File: src/rtl/rom_burst_reader.sv
// -----------------------------------------------------------------------------
// rom_burst_reader
//   Synchronous ROM with a burst-read engine. A start pulse accepted while idle
//   fetches burst_len+1 consecutive words beginning at start_addr. The address
//   wraps from DEPTH-1 to 0. Words leave on a valid/ready interface at one word
//   per cycle whenever the consumer is not stalling.
//
// Parameters
//   WIDTH      data word width in bits (>=1)
//   DEPTH      number of words, power of two, >=2
//   INIT_FILE  image name; contents come from the built-in table
//   AW         address width, derived from DEPTH (not overridable)
//
// Ports
//   clk         rising-edge clock
//   rst_n       asynchronous active-low reset
//   start       burst request, ignored while busy
//   start_addr  first word address, sampled on an accepted start
//   burst_len   number of words in the burst minus one
//   busy        burst in progress
//   data_out    current word, held while data_valid && !data_ready
//   data_valid  data_out carries a valid word
//   data_ready  consumer accepts the word when data_valid is also high
//   last        marks the final word of the burst
//   parity      even parity of data_out (only with ROM_PARITY_EN defined)
//
// Build option
//   ROM_PARITY_EN  adds the registered parity output.
// -----------------------------------------------------------------------------
module rom_burst_reader #(
  parameter int    WIDTH     = 8,
  parameter int    DEPTH     = 16,
  parameter string INIT_FILE = "",
  localparam int   AW        = $clog2(DEPTH)
) (
  input  logic             clk,
  input  logic             rst_n,
  input  logic             start,
  input  logic [AW-1:0]    start_addr,
  input  logic [AW-1:0]    burst_len,
  output logic             busy,
  output logic [WIDTH-1:0] data_out,
  output logic             data_valid,
  input  logic             data_ready,
  output logic             last
`ifdef ROM_PARITY_EN
  ,
  output logic             parity
`endif
);

  typedef enum logic {
    IDLE   = 1'b0,
    STREAM = 1'b1
  } state_t;

  // Built-in contents: a 16-entry byte table repeated across the array,
  // zero-extended above bit 7 or truncated to the LSBs for narrow words.
  function automatic logic [WIDTH-1:0] default_word(input int i);
    logic [7:0] b;
    case (i % 16)
      0:       b = 8'h5d;
      1:       b = 8'h7a;
      2:       b = 8'hcd;
      3:       b = 8'h6e;
      4:       b = 8'hab;
      5:       b = 8'h9d;
      6:       b = 8'h87;
      7:       b = 8'h7f;
      8:       b = 8'hce;
      9:       b = 8'h51;
      10:      b = 8'hef;
      11:      b = 8'h8a;
      12:      b = 8'h9b;
      13:      b = 8'h1f;
      14:      b = 8'h2b;
      default: b = 8'h5d;
    endcase
    return WIDTH'(b);
  endfunction

`ifdef ROM_PARITY_EN
  function automatic logic even_parity(input logic [WIDTH-1:0] w);
    return ^w;
  endfunction
`endif

  logic [WIDTH-1:0] rom [DEPTH];

  always_comb begin
    for (int i = 0; i < DEPTH; i++) begin
      rom[i] = default_word(i);
    end
  end

  state_t           state, state_nxt;
  logic [AW-1:0]    addr_p0, addr_nxt;
  logic [AW-1:0]    rem_p0, rem_nxt;
  logic [WIDTH-1:0] data_p1, data_nxt;
  logic             vld_p1, vld_nxt;
  logic             last_p1, last_nxt;
  logic [AW-1:0]    addr_inc;

  assign addr_inc = addr_p0 + AW'(1);

  // addr_p0 always points at the word currently presented on data_out, so a
  // transfer fetches addr_p0+1 and the next word is ready without a bubble.
  always_comb begin
    state_nxt = state;
    addr_nxt  = addr_p0;
    rem_nxt   = rem_p0;
    data_nxt  = data_p1;
    vld_nxt   = vld_p1;
    last_nxt  = last_p1;
    case (state)
      IDLE: begin
        if (start) begin
          state_nxt = STREAM;
          addr_nxt  = start_addr;
          rem_nxt   = burst_len;
          data_nxt  = rom[start_addr];
          vld_nxt   = 1'b1;
          last_nxt  = (burst_len == '0);
        end
      end
      STREAM: begin
        if (vld_p1 && data_ready) begin
          if (rem_p0 == '0) begin
            state_nxt = IDLE;
            vld_nxt   = 1'b0;
            last_nxt  = 1'b0;
          end else begin
            addr_nxt = addr_inc;
            rem_nxt  = rem_p0 - AW'(1);
            data_nxt = rom[addr_inc];
            last_nxt = (rem_p0 == AW'(1));
          end
        end
      end
      default: begin
        state_nxt = IDLE;
        vld_nxt   = 1'b0;
        last_nxt  = 1'b0;
      end
    endcase
  end

  always_ff @(posedge clk or negedge rst_n) begin
    if (!rst_n) begin
      state <= IDLE;
    end else begin
      state <= state_nxt;
    end
  end

  // ---- stage p0: burst address / remaining-count registers ----
  always_ff @(posedge clk or negedge rst_n) begin
    if (!rst_n) begin
      addr_p0 <= '0;
      rem_p0  <= '0;
    end else begin
      addr_p0 <= addr_nxt;
      rem_p0  <= rem_nxt;
    end
  end

  // ---- stage p1: registered ROM word and its qualifiers ----
  always_ff @(posedge clk or negedge rst_n) begin
    if (!rst_n) begin
      data_p1 <= '0;
      vld_p1  <= 1'b0;
      last_p1 <= 1'b0;
    end else begin
      data_p1 <= data_nxt;
      vld_p1  <= vld_nxt;
      last_p1 <= last_nxt;
    end
  end

`ifdef ROM_PARITY_EN
  logic par_p1;

  // Follows data_nxt, so it holds exactly when data_out holds.
  always_ff @(posedge clk or negedge rst_n) begin
    if (!rst_n) begin
      par_p1 <= 1'b0;
    end else begin
      par_p1 <= even_parity(data_nxt);
    end
  end

  assign parity = par_p1;
`endif

  assign busy       = (state == STREAM);
  assign data_out   = data_p1;
  assign data_valid = vld_p1;
  assign last       = last_p1;

endmodule

File: config.mk
export PLATFORM = sky130hd
export DESIGN_NAME = rom_burst_reader
export DESIGN_NICKNAME = d
export VERILOG_FILES = /design/src/rtl/rom_burst_reader.sv
export SDC_FILE = /design/constraint.sdc
export NUM_CORES = 1
export LEC_CHECK = 0
export CORE_ASPECT_RATIO = 0.7
export CORE_MARGIN = 2
export CORE_UTILIZATION = 50
export CTS_BUF_LIST = sky130_fd_sc_hd__clkbuf_2
export CTS_CLUSTER_DIAMETER = 50
export CTS_CLUSTER_SIZE = 40
export DETAILED_ROUTE_END_ITERATION = 7
export MAX_ROUTING_LAYER = met4
export PLACE_DENSITY = 0.74
export SLEW_MARGIN = 20
export SYNTH_ARGS = -nofsm -noshare
export SYNTH_HDL_FRONTEND = slang
export SYNTH_SLANG_ARGS = --single-unit
File: constraint.sdc
create_clock -name clk -period 5 [get_ports clk]
set_input_delay 1 -clock clk [delete_from_list [all_inputs] [get_ports clk]]
set_output_delay 1 -clock clk [all_outputs]
set_load 0.005 [all_outputs]
======== Word-level counts from Yosys, hierarchy flattened ========
Memories as Yosys holds them, arrays and structs flattened.
Index checks and enable logic that the tools add are counted.
storage, ports and cells
  register bits after elaboration ......... 19
  bits in read-only memories .............. 256
  bits of input ports ..................... 12
  memories kept ........................... 2
operators by class
  reductions and logical operators ........ 6
  equal/unequal tests ..................... 5
  bitwise gates (word level) .............. 3
  multiplexer cells ....................... 28
  order comparisons ....................... 2
  add/subtract/negate cells ............... 2
memory list
  name              depth  bits a word  rd ports  clocked after Yosys merged registers in  write ports  RTL line  text
  (name not given)  16     8            1         0                                        0            135       data_nxt = rom[addr_inc];
  (name not given)  16     8            1         0                                        0            121       data_nxt = rom[start_addr];
operators by type and width
  operator                                                count
  2-to-1 mux 8 bit                                        7
  2-to-1 mux 4 bit                                        6
  case mux 4 bit (2 select lines)                         2
  case mux 8 bit (2 select lines)                         1
  >= comparator 5 bit (second input constant)             2
  inverter 4 -> 5 bit                                     2
  2-to-1 mux 1 bit                                        9
  zero test 4 bit                                         2
  case mux 1 bit (2 select lines)                         3
  AND reduction 3 bit                                     2
  adder 4 x 1 -> 4 bit (second input constant)            1
  equality test 4 x 1 -> 1 bit (second input constant)    1
  inequality test 2 x 1 -> 1 bit (second input constant)  2
  inequality test 2 bit (second input constant)           2
  subtractor 4 x 1 -> 4 bit (second input constant)       1
  AND reduction 2 bit                                     1
  logical AND 1 bit                                       1
  inverter 1 bit                                          1

======== Longest topological paths before layout ========
  word-level depth ........................ 8
  mapped depth ............................ 8

======== Least setup slack after synthesis ========
Ideal clock, no wire load.
  kind .................................... in2reg
  from .................................... input start_addr[0]
  to ...................................... register data_p1[2] (netlist: data_out[2])
  cell stages on the path ................. 6
  setup slack ............................. 2,948 ps
  buffers on the path ..................... 0
  data required time ...................... 4,933 ps
  library setup time ...................... 67 ps
  arrival time ............................ 1,985 ps
  path through ............................ inv_1 > ha_1 > nor2_1 > mux4_2 > nand2_1 > o221a_1
between the ends
  longest elaborated chain between the ends .. 6
RTL lines
  element                                              RTL line  text
  start: declaration                                   39        input logic [AW-1:0] start_addr,
  inverter 4 -> 5 bit (implied by the code)            121
  memory (16 x 8 bit)                                  -
  2-to-1 mux 8 bit (implied by the code) (2 in a row)  121
  2-to-1 mux 8 bit                                     117       if (start) begin
  case mux 8 bit (2 select lines)                      115       case (state)
  end signal: assignment                               174       data_p1 <= data_nxt;
  end: declaration                                     99        logic [WIDTH-1:0] data_p1, data_nxt;
Every way passes these cells. The select of a mux whose other input is x is not followed.
A chain may end at the register's enable or synchronous reset.

======== Final worst setup path ========
  from .................................... input data_ready
  to ...................................... register data_p1[6] (netlist: data_out[6])
between the ends
  longest elaborated chain between the ends .. 3
RTL lines
  element                                   RTL line  text
  start: declaration                        44        input logic data_ready,
  logical AND 1 bit                         127       if (vld_p1 && data_ready) begin
  inequality test 2 x 1 -> 1 bit (no line)  -
  AND reduction 3 bit (no line)             -
Every way passes these cells.

==> key figures <==
Timing
  • Fmax: ~380 MHz
  • Fin crit share: 0.530
  • Count of pins over their slew limit: 0
  • RSZ-0062 raised after global routing: no
  • Slew headroom: 0.340
  • Worst-Margin Slew: 0.988 ns
  • Skew final: 0.0104 ns
  • Final setup viols: 0
  • Setup TNS: 0 ns
  • Crit path time final: roughly 2.7 ns
  • Final worst slack: roughly 2.3 ns
  • Final hold violations: 0

Synth
  • Synthesized cell area: 0.00172 mm²
  • Yosys reg bits: 19
  • Sequential area share after synthesis: 0.277
  • Avg Inst Size Synth: just over 8 µm²
  • Synth Flop Type: dfrtp_1
  • Post-synth EDFFs: 0
  • Post-synth top area share: 0.277
  • Synth warnings: 0
  • Ranking of synthesized cells by area: dfrtp_1 (28%), ha_1 (11%), a21oi_1 (6.4%)
  • Yosys cell types: 49
  • Ys async rst share: 1.00
  • Synth Instances: between 200 and 250
  • Syn Nets: around 240
  • Area leader, netlist: dfrtp_1

Final layout
  • Fin nets: 250
  • Fraction of layout cells with a size suffix above 1: 0.0586
  • Area growth syn-to-layout: 12.7%
  • Area used by multi-input combinational logic: 0.00110 mm²
  • Fill cell count: 280
  • Antenna diodes: 0
  • Commonest non-fill, non-tap cells in the layout: a21oi_1 (22), clkdlybuf4s50_1 (22), o21ai_0 (21), nand2_1 (21), dfrtp_1 (19)
  • Final Cell Area: 0.00193 mm²
  • FF+latch area: 475 µm²

Route
  • Detailed Routing Iterations Pass 1: 4
  • Routed vias/inst: between 5 and 6
  • Vias: 1561
  • DRC viols: 0
  • WL final: between 4000 and 5000 µm
  • Post-route ant nets: 0
  • Initial DRC Count: 101
  • Routed len/inst: about 15 µm

Worst hold path
  • Hold Path Depth: 2
  • Path type of the worst min-delay path: register to register

Die
  • Die X: 74.0 µm
  • Core ar.: around 0.0032 mm²
  • Die area: roughly 0.004 mm²
  • Initial core utilization: 0.534
  • # rows: 17
  • Die height: 53.0 µm
  • I/O pins: 23

Clock network
  • Root Buffer: clkbuf_2
  • Worst-skew pair later-pin latency: 0.32 ns
  • CTS tree: done
  • Reg clk slew, reported paths: between 0.15 and 0.2 ns
  • CTS Hold Bufs: 0
  • H-tree levels: 1
  • CTS Sinks: 19
  • Longest Clk Path Bufs: 2
  • CTS Buf Count: 3
  • Post-CTS resize count: 0
  • Setup Fix Bufs, Post-CTS: 0

Setup path
  • CP Depth: 5
  • Worst path buffer plus inverter count: 1
  • Worst path slowest cell: o21bai_1
  • Critical-path maximum fanout: 15
  • Worst setup SP type: input pin
  • Path depth of the worst reg2reg path: 7
  • Critical Path Sink Type: register
  • Critical Path Max Stage Delay: a little under 0.8 ns
  • Crit path required time: between 5 and 6 ns
  • Setup CP Type: input pin to register
  • Crit path max-delay family: compound AO/OA/AOI/OAI gates
  • Critical Path AT: 2.89 ns
  • Crit-path cells: clkdlybuf4s50_1, nand3_4, o21bai_1, o21ai_0, o22a_1

Power
  • P per Cell Area: slightly below 500 mW/mm²
  • Leakage: approximately 0.83 nW
  • Worst VDD drop: roughly 310 µV

Place
  • Setup WS pre-CTS: between 1.5 and 2 ns
  • Routability cong.: around 0.9
  • Buffers added on ports: 22
  • Area after DPL: approximately 0.0019 mm²
  • Post-DP HPWL: approximately 2900 µm

Outcome
  • Status: finished clean

Global route
  • Initial antenna violation count: 0
  • Grt ovf: 0
  • Vias in the first global route: 1417
  • GR Util All Layers: 0.233
  • Largest net degree at the start of global routing: 38
  • First-pass GRT wire length: slightly below 7000 µm

Run
  • Max-Cap Viols: 0
-- synth_stat cells (all sizes together), types with 3 or more instances --
master,n
o311ai,3
nand3,8
inv,13
mux2i,3
ha,15
a31oi,5
buf,11
dfrtp,19
o31ai,5
nor2,13
nor3,6
clkbuf,5
o21ai,22
nor2b,6
a21oi,22
nand2,21
a211oi,4
xnor2,3
-- state kept, by name, summed over array words and instances (netlist names) --
| name | flops |
|---|---|
| data_out | 8 |
| data_valid | 1 |
| addr_p0 | 4 |
| busy | 1 |
| rem_p0 | 4 |
| last | 1 |
-- final cells by class --
cell class	instances	area share
clock buffer	4	0.0103
multi-input combinational	163	0.571
sequential	19	0.246
inverter	13	0.0252
tap	47	0.0304
timing repair buffer	23	0.118
-- path summary, 6_finish.rpt --
kind / slack [ns] / startpoint / end
max: 2.35 / data_ready / data_out[6]
max reg2reg: 2.50 / addr_p0[0] / data_out[7]
min: 0.51 / data_out[0] / data_out[0]
min reg2reg: 0.51 / data_out[0] / data_out[0]
max in group asynchronous: 3.28 / rst_n / rem_p0[1]
min in group asynchronous: 1.16 / rst_n / data_out[4]
-- worst reg2reg max path, stage by stage (launching register included) --
cell,delay [ns]
dfrtp_1,0.78
inv_1,0.32
ha_1,0.43
inv_1,0.08
o311ai_0,0.30
o21ai_0,0.14
a32oi_1,0.25
a21oi_1,0.09
-- cell families (layout without fill, tap and decap cells) --
logic type                 Yosys count  count (layout)  share of synthesized area
AOI/OAI and AO/OA                   77              77                      0.284
and+or+nand+nor                     62              62                      0.187
buffers and inverters               29              40                     0.0802
DFF                                 19              19                      0.277
xor gates and xnor gates             4               4                     0.0248
adders and majority gates           15              15                      0.109
muxes                                5               5                     0.0372
-- power by group --
part           total, mW  internal, mW  switching, mW
Clock             0.0699        0.0212         0.0487
Sequential         0.329         0.214          0.115
Combinational      0.532         0.258          0.274
Total              0.931         0.493          0.438
-- stage by stage --
stage / util / hold slack [ns] / power, mW / std cells
CTS: 0.602 / 0.515 / 0.934 / 269
detailed placement: 0.596 / 0.475 / 0.861 / 265
global route: 0.602 / 0.534 / 1.02 / 269
finish: 0.602 / 0.508 / 0.931 / 269
floorplan: - / 0.473 / 0.688 / 211
global placement: 0.596 / 0.467 / 0.833 / 265
-- layer usage --
metal / GRT usage / share of wire
met1: 0.309 / 0.47
met2: 0.375 / 0.47
met4: 0.0515 / 0.0072
met3: 0.0400 / 0.054
met5: - / 0
Note: power is estimated with default switching activity, not from simulation.
